### config.mk
export PLATFORM = sky130hd
export DESIGN_NAME = split_fifo_param_flat
export DESIGN_NICKNAME = d
export VERILOG_FILES = /design/src/rtl/split_fifo_param_if.sv /design/src/rtl/split_fifo_param.sv /design/src/flat_wrapper.sv
export SDC_FILE = /design/constraint.sdc
export NUM_CORES = 1
export LEC_CHECK = 0
export CORE_MARGIN = 4
export CORE_UTILIZATION = 45
export DETAILED_ROUTE_END_ITERATION = 7
export PLACE_DENSITY_LB_ADDON = 0.25
export SYNTH_ARGS = -nofsm -noshare
export SYNTH_HDL_FRONTEND = slang
export SYNTH_SLANG_ARGS = --single-unit
### constraint.sdc
create_clock -name clk -period 3.8 [get_ports clk]
set_clock_uncertainty 0.1 [all_clocks]
set_input_delay 0.76 -clock clk [delete_from_list [all_inputs] [get_ports clk]]
set_output_delay 0.76 -clock clk [all_outputs]
set_load 0.1 [all_outputs]
### src/rtl/split_fifo_param_if.sv
// Ready/valid stream bundle for split_fifo_param.
// Upstream: valid0/data_in/ready0. Downstream: valid1/data_out/ready1.
interface split_fifo_param_if #(
   parameter int DATA_WIDTH = 16
);
   logic                  valid0;
   logic [DATA_WIDTH-1:0] data_in;
   logic                  ready0;
   logic                  valid1;
   logic [DATA_WIDTH-1:0] data_out;
   logic                  ready1;

   modport master (
      output valid0, data_in, ready1,
      input  ready0, valid1, data_out
   );

   modport slave (
      input  valid0, data_in, ready1,
      output ready0, valid1, data_out
   );
endinterface

### src/rtl/split_fifo_param.sv
// Parametrised ready/valid split FIFO with register mode and flush.
// Define SPLIT_FIFO_BYPASS_EN for zero-latency fall-through when empty.
module split_fifo_param #(
   parameter int DATA_WIDTH = 16,
   parameter int DEPTH = 2,
   localparam int CNT_W = $clog2(DEPTH + 1)
) (
   input  logic             clk,
   input  logic             rst_n,
   input  logic             clk_en,
   input  logic             fifo_en,
   input  logic             flush,
   input  logic             start_fifo,
   input  logic             end_fifo,
   split_fifo_param_if.slave s,
   output logic [CNT_W-1:0] count,
   output logic             empty,
   output logic             full
);
   localparam int PTR_W = (DEPTH > 1) ? $clog2(DEPTH) : 1;
   localparam logic [PTR_W-1:0] LAST = PTR_W'(DEPTH - 1);
   localparam logic [CNT_W-1:0] FULL_CNT = CNT_W'(DEPTH);

   logic [DATA_WIDTH-1:0] r_mem [DEPTH];
   logic [PTR_W-1:0]      r_rd_ptr;
   logic [PTR_W-1:0]      r_wr_ptr;
   logic [CNT_W-1:0]      r_count;

   logic                  w_ready_in;
   logic                  w_empty;
   logic                  w_full;
   logic                  w_push;
   logic                  w_pop;
   logic                  w_store;
   logic                  w_pop_st;
   logic [DATA_WIDTH-1:0] w_rd_data;

   function automatic logic [PTR_W-1:0] nxt(input logic [PTR_W-1:0] p);
      return (p == LAST) ? '0 : p + 1'b1;
   endfunction

   assign w_ready_in = s.ready1 & ~start_fifo;
   assign w_empty    = (r_count == '0);
   assign w_full     = (r_count == FULL_CNT);
   assign w_rd_data  = r_mem[r_rd_ptr];

   assign s.ready0 = fifo_en ? (~w_full | w_ready_in) : clk_en;

`ifdef SPLIT_FIFO_BYPASS_EN
   logic w_valid_in;
   assign w_valid_in = s.valid0 & ~end_fifo;
   assign s.valid1   = fifo_en ? (~w_empty | w_valid_in) : clk_en;
   assign s.data_out = !fifo_en ? r_mem[0] :
                       w_empty  ? s.data_in : w_rd_data;
   // Empty push+pop falls straight through and is never written
   assign w_store    = w_push & ~(w_empty & w_pop);
`else
   assign s.valid1   = fifo_en ? ~w_empty : clk_en;
   assign s.data_out = fifo_en ? w_rd_data : r_mem[0];
   assign w_store    = w_push;
`endif

   assign w_push   = clk_en & s.valid0 & s.ready0;
   assign w_pop    = clk_en & s.valid1 & s.ready1;
   assign w_pop_st = w_pop & ~w_empty;

   assign count = fifo_en ? r_count : '0;
   assign empty = ~fifo_en | w_empty;
   assign full  = fifo_en & w_full;

   always_ff @(posedge clk or negedge rst_n) begin
      if (!rst_n) begin
         r_rd_ptr <= '0;
         r_wr_ptr <= '0;
         r_count  <= '0;
         for (int i = 0; i < DEPTH; i++) begin
            r_mem[i] <= '0;
         end
      end else if (flush) begin
         r_rd_ptr <= '0;
         r_wr_ptr <= '0;
         r_count  <= '0;
      end else if (clk_en) begin
         if (!fifo_en) begin
            r_mem[0] <= s.data_in;
            r_rd_ptr <= '0;
            r_wr_ptr <= '0;
            r_count  <= '0;
         end else begin
            // When full, wr_ptr == rd_ptr: the old word is read out before
            // the new one lands in the same slot at this edge
            if (w_store) begin
               r_mem[r_wr_ptr] <= s.data_in;
               r_wr_ptr        <= nxt(r_wr_ptr);
            end
            if (w_pop_st) begin
               r_rd_ptr <= nxt(r_rd_ptr);
            end
            if (w_store && !w_pop_st) begin
               r_count <= r_count + 1'b1;
            end else if (!w_store && w_pop_st) begin
               r_count <= r_count - 1'b1;
            end
         end
      end
   end
endmodule
### src/flat_wrapper.sv
// flat-port wrapper written by rule: the top's interface ports become plain ports
module split_fifo_param_flat 
#(
   parameter int DATA_WIDTH = 16,
   parameter int DEPTH = 2,
   localparam int CNT_W = $clog2(DEPTH + 1)
)
  (clk, rst_n, clk_en, fifo_en, flush, start_fifo, end_fifo, count, empty, full, s_valid0, s_data_in, s_ready1, s_ready0, s_valid1, s_data_out);
  split_fifo_param_if #(.DATA_WIDTH(DATA_WIDTH)) s_i ();
  input  logic clk;
  input  logic rst_n;
  input  logic clk_en;
  input  logic fifo_en;
  input  logic flush;
  input  logic start_fifo;
  input  logic end_fifo;
  output logic [CNT_W-1:0] count;
  output logic empty;
  output logic full;
  input wire logic [$bits(s_i.valid0)-1:0] s_valid0;
  input wire logic [$bits(s_i.data_in)-1:0] s_data_in;
  input wire logic [$bits(s_i.ready1)-1:0] s_ready1;
  output wire logic [$bits(s_i.ready0)-1:0] s_ready0;
  output wire logic [$bits(s_i.valid1)-1:0] s_valid1;
  output wire logic [$bits(s_i.data_out)-1:0] s_data_out;
  assign s_i.valid0 = s_valid0;
  assign s_i.data_in = s_data_in;
  assign s_i.ready1 = s_ready1;
  assign s_ready0 = s_i.ready0;
  assign s_valid1 = s_i.valid1;
  assign s_data_out = s_i.data_out;
  split_fifo_param #(.DATA_WIDTH(DATA_WIDTH), .DEPTH(DEPTH)) u_core (.clk(clk), .rst_n(rst_n), .clk_en(clk_en), .fifo_en(fifo_en), .flush(flush), .start_fifo(start_fifo), .end_fifo(end_fifo), .s(s_i), .count(count), .empty(empty), .full(full));
endmodule
==> impl_metrics.tcl <==
set metrics [dict create \
    hpwlAfterDp_mm 2.75 \
    drcViolationCount 0 \
    insertedDiodeCount 0 \
    rsz0062_at_grt "false" \
    p_leak_nw 1.14 \
    avgSynthCellArea_sq_um 13.7 \
    cts_buffer_depth 2 \
    antenna_found_initial 0 \
    cp_max_fo 11 \
    synth_fa_ha_area_share_pct 0.684 \
    initial_core_util_pct 48.1 \
    synthArstFlopShare_pct 100 \
    synth_compound_area_share_pct 3.70 \
    critical_path.top_delay_family "buffers and inverters" \
    drive_gt1_share_pct 48.6 \
    maxCapViolations 0 \
    viasPerCell 5.24 \
    max_freq_mhz 327 \
    drt_pre_antenna_iters 3 \
    crit_type "in -> out" \
    synthTopCellsByArea "dfrtp_1, mux2_2, mux2_4" \
    drt_iter0_markers 49 \
    final_cells 231 \
    grt-ovfl-total 0 \
    die_w_um 71.7 \
    min_period_over_period_pct 80.4 \
    ys_types 30 \
    grt_pass1_vias 1328 \
    post-synth-top-area-fraction_pct 49.3 \
    setup_viol 0 \
    status "finished, final reports clean" \
    syn_area_sq_um 1830 \
    die_y_um 71.7 \
    cts_setup_buffers 0 \
    portBuffers 45 \
    arrival_ps 2200 \
    synth_common_cells "mux2_2, dfrtp_1, mux2_4, nor2_1" \
    dieArea_sq_um 5150 \
    num_vias 1210 \
    ys.flop_type "dfrtp_1" \
    cp.required_ps 2940 \
    root_buffer "clkbuf_8" \
    synth_top_family_by_area "multiplexers" \
    grt_usage_pct 16.0 \
    maxSlewViolCount 0 \
    grt_max_degree 37 \
    cp.depth 5 \
    routedWlPerCell_um 16.3 \
    synth-simple-area-share_pct 10.7 \
    synth_largest_area_cell "dfrtp_1" \
    core_region_area_sq_um 3800 \
    max_stage_delay_ps 420 \
    syn-instance-count 133 \
    nets 208 \
    dpl.cell_count 223 \
    postCtsHoldBufs 0 \
    holdCritPathClass "reg -> reg" \
    path_common_cell "buf_12" \
    cts_sinks 36 \
    finalSetupTns_ps 0 \
    yosysWarnings 0 \
    h-tree-depth 2 \
    path_cells "clkdlybuf4s50_1 > nand2_1 > buf_12 > mux2_2 > buf_12" \
    cts_made_buffers 5 \
    whs_path_depth 1 \
    ys_seq_elements 36 \
    hold_ws_ps 404 \
    grt_pass1_wl_mm 6.31 \
    hold_violations 0 \
    ant_nets 0 \
    endpoint_kind "primary output" \
    clkSlewWorstSetupHoldPaths_ps 70 \
    clk_latency_ps 280 \
    start_kind "input port" \
    cts_tree "yes" \
    slew_headroom_pct 47.8 \
    cts_resized 0 \
    peakVddDrop_mv 0.448 \
    min_period_ps 3060 \
    routed_wl_mm 3.76 \
    pin_count 47 \
    synth-edff-count 0 \
    fillers 279 \
    synth_mux_area_share_pct 31.6 \
    ys_seq_area_share_pct 49.3 \
    synthesis.nets 159 \
    pwr_density_cell_nw_per_um2 527 \
    gp_congestion 0.821 \
    synthToLayoutAreaGrowth_pct 39.4 \
    rows 22 \
    synth_most_common_cell "mux2_2" \
    reg2regPathDepth 6 \
    cp_num_buf_inv 3 \
    cpMaxStageDelayCell "clkdlybuf4s50_1" \
    tightest_slew_ps 783 \
    synth_xor_area_share_pct 0.479 \
]
[cells by family after synthesis]
group           after synthesis
compound gates               12
xor+xnor                      1
fa+ha+maj                     1
buf+inv                       8
flops                        36
mux                          48
simple gates                 27
[power breakdown]
group	internal, mW	switching [mW]
combinational	0.240	0.363
sequential	0.442	0.0303
clock	0.144	0.125
[sequential cells by signal, summed over array words and instances, names as in the netlist]
register         flops
u_core.r_count       2
u_core.r_mem        32
u_core.r_rd_ptr      1
u_core.r_wr_ptr      1
[area by class of cell]
type / instances / area, sq um / area share, %
clock buffer: 6 / 82.6 / 3.24
clock inverter: 2 / 10.0 / 0.393
inverter: 2 / 7.51 / 0.295
multi-input combinational: 89 / 862 / 33.8
sequential: 36 / 901 / 35.3
tap: 48 / 60.1 / 2.36
timing repair buffer: 48 / 626 / 24.5
[metrics by stage]
step | total power, mW | area, sq um | utilization (%) | worst slack, ps
5_1_grt | 1.40 | 2550 | 67.1 | 691
2_1_floorplan | 0.864 | 1830 | - | 137
6_report | 1.34 | 2550 | 67.1 | 744
3_5_place_dp | 1.08 | 2460 | 64.7 | 636
4_1_cts | 1.36 | 2550 | 67.1 | 736
3_3_place_gp | 1.07 | 2460 | 64.7 | 730
[final timing paths]
path / from / to / slack [ps]
setup / recovery: fifo_en / s_data_out[14] / 740
setup reg to reg: u_core.r_count[1] / u_core.r_count[1] / 1580
min in group asynchronous: rst_n / u_core.r_mem[16] / 460
hold reg to reg: u_core.r_mem[25] / u_core.r_mem[25] / 400
max in group asynchronous: rst_n / u_core.r_mem[30] / 2650
hold / removal: u_core.r_mem[25] / u_core.r_mem[25] / 400
[per-layer routing]
layer | routed length (um) | GRT usage (%) | vias to the layer above
met5 | 0 | 0 | -
met4 | 48 | 5.64 | 0
met3 | 202 | 5.47 | 5
met2 | 1980 | 28.1 | 28
met1 | 1520 | 17.9 | 608
li1 | - | - | 569
[cell usage in the layout, fill, tap and decap left out, types with 2 or more instances in the layout]
master	synthesis	final
mux2_2	38	38
nand2b_1	4	4
clkinv_2	0	2
clkbuf_8	0	6
nor2_1	7	7
dfrtp_1	36	36
a21oi_1	5	5
buf_4	1	8
buf_12	0	17
clkdlybuf4s50_1	0	22
inv_1	2	2
mux2_4	10	10
o21ai_0	4	4
nand2_1	5	5
Power figures use the tool's default switching activity.
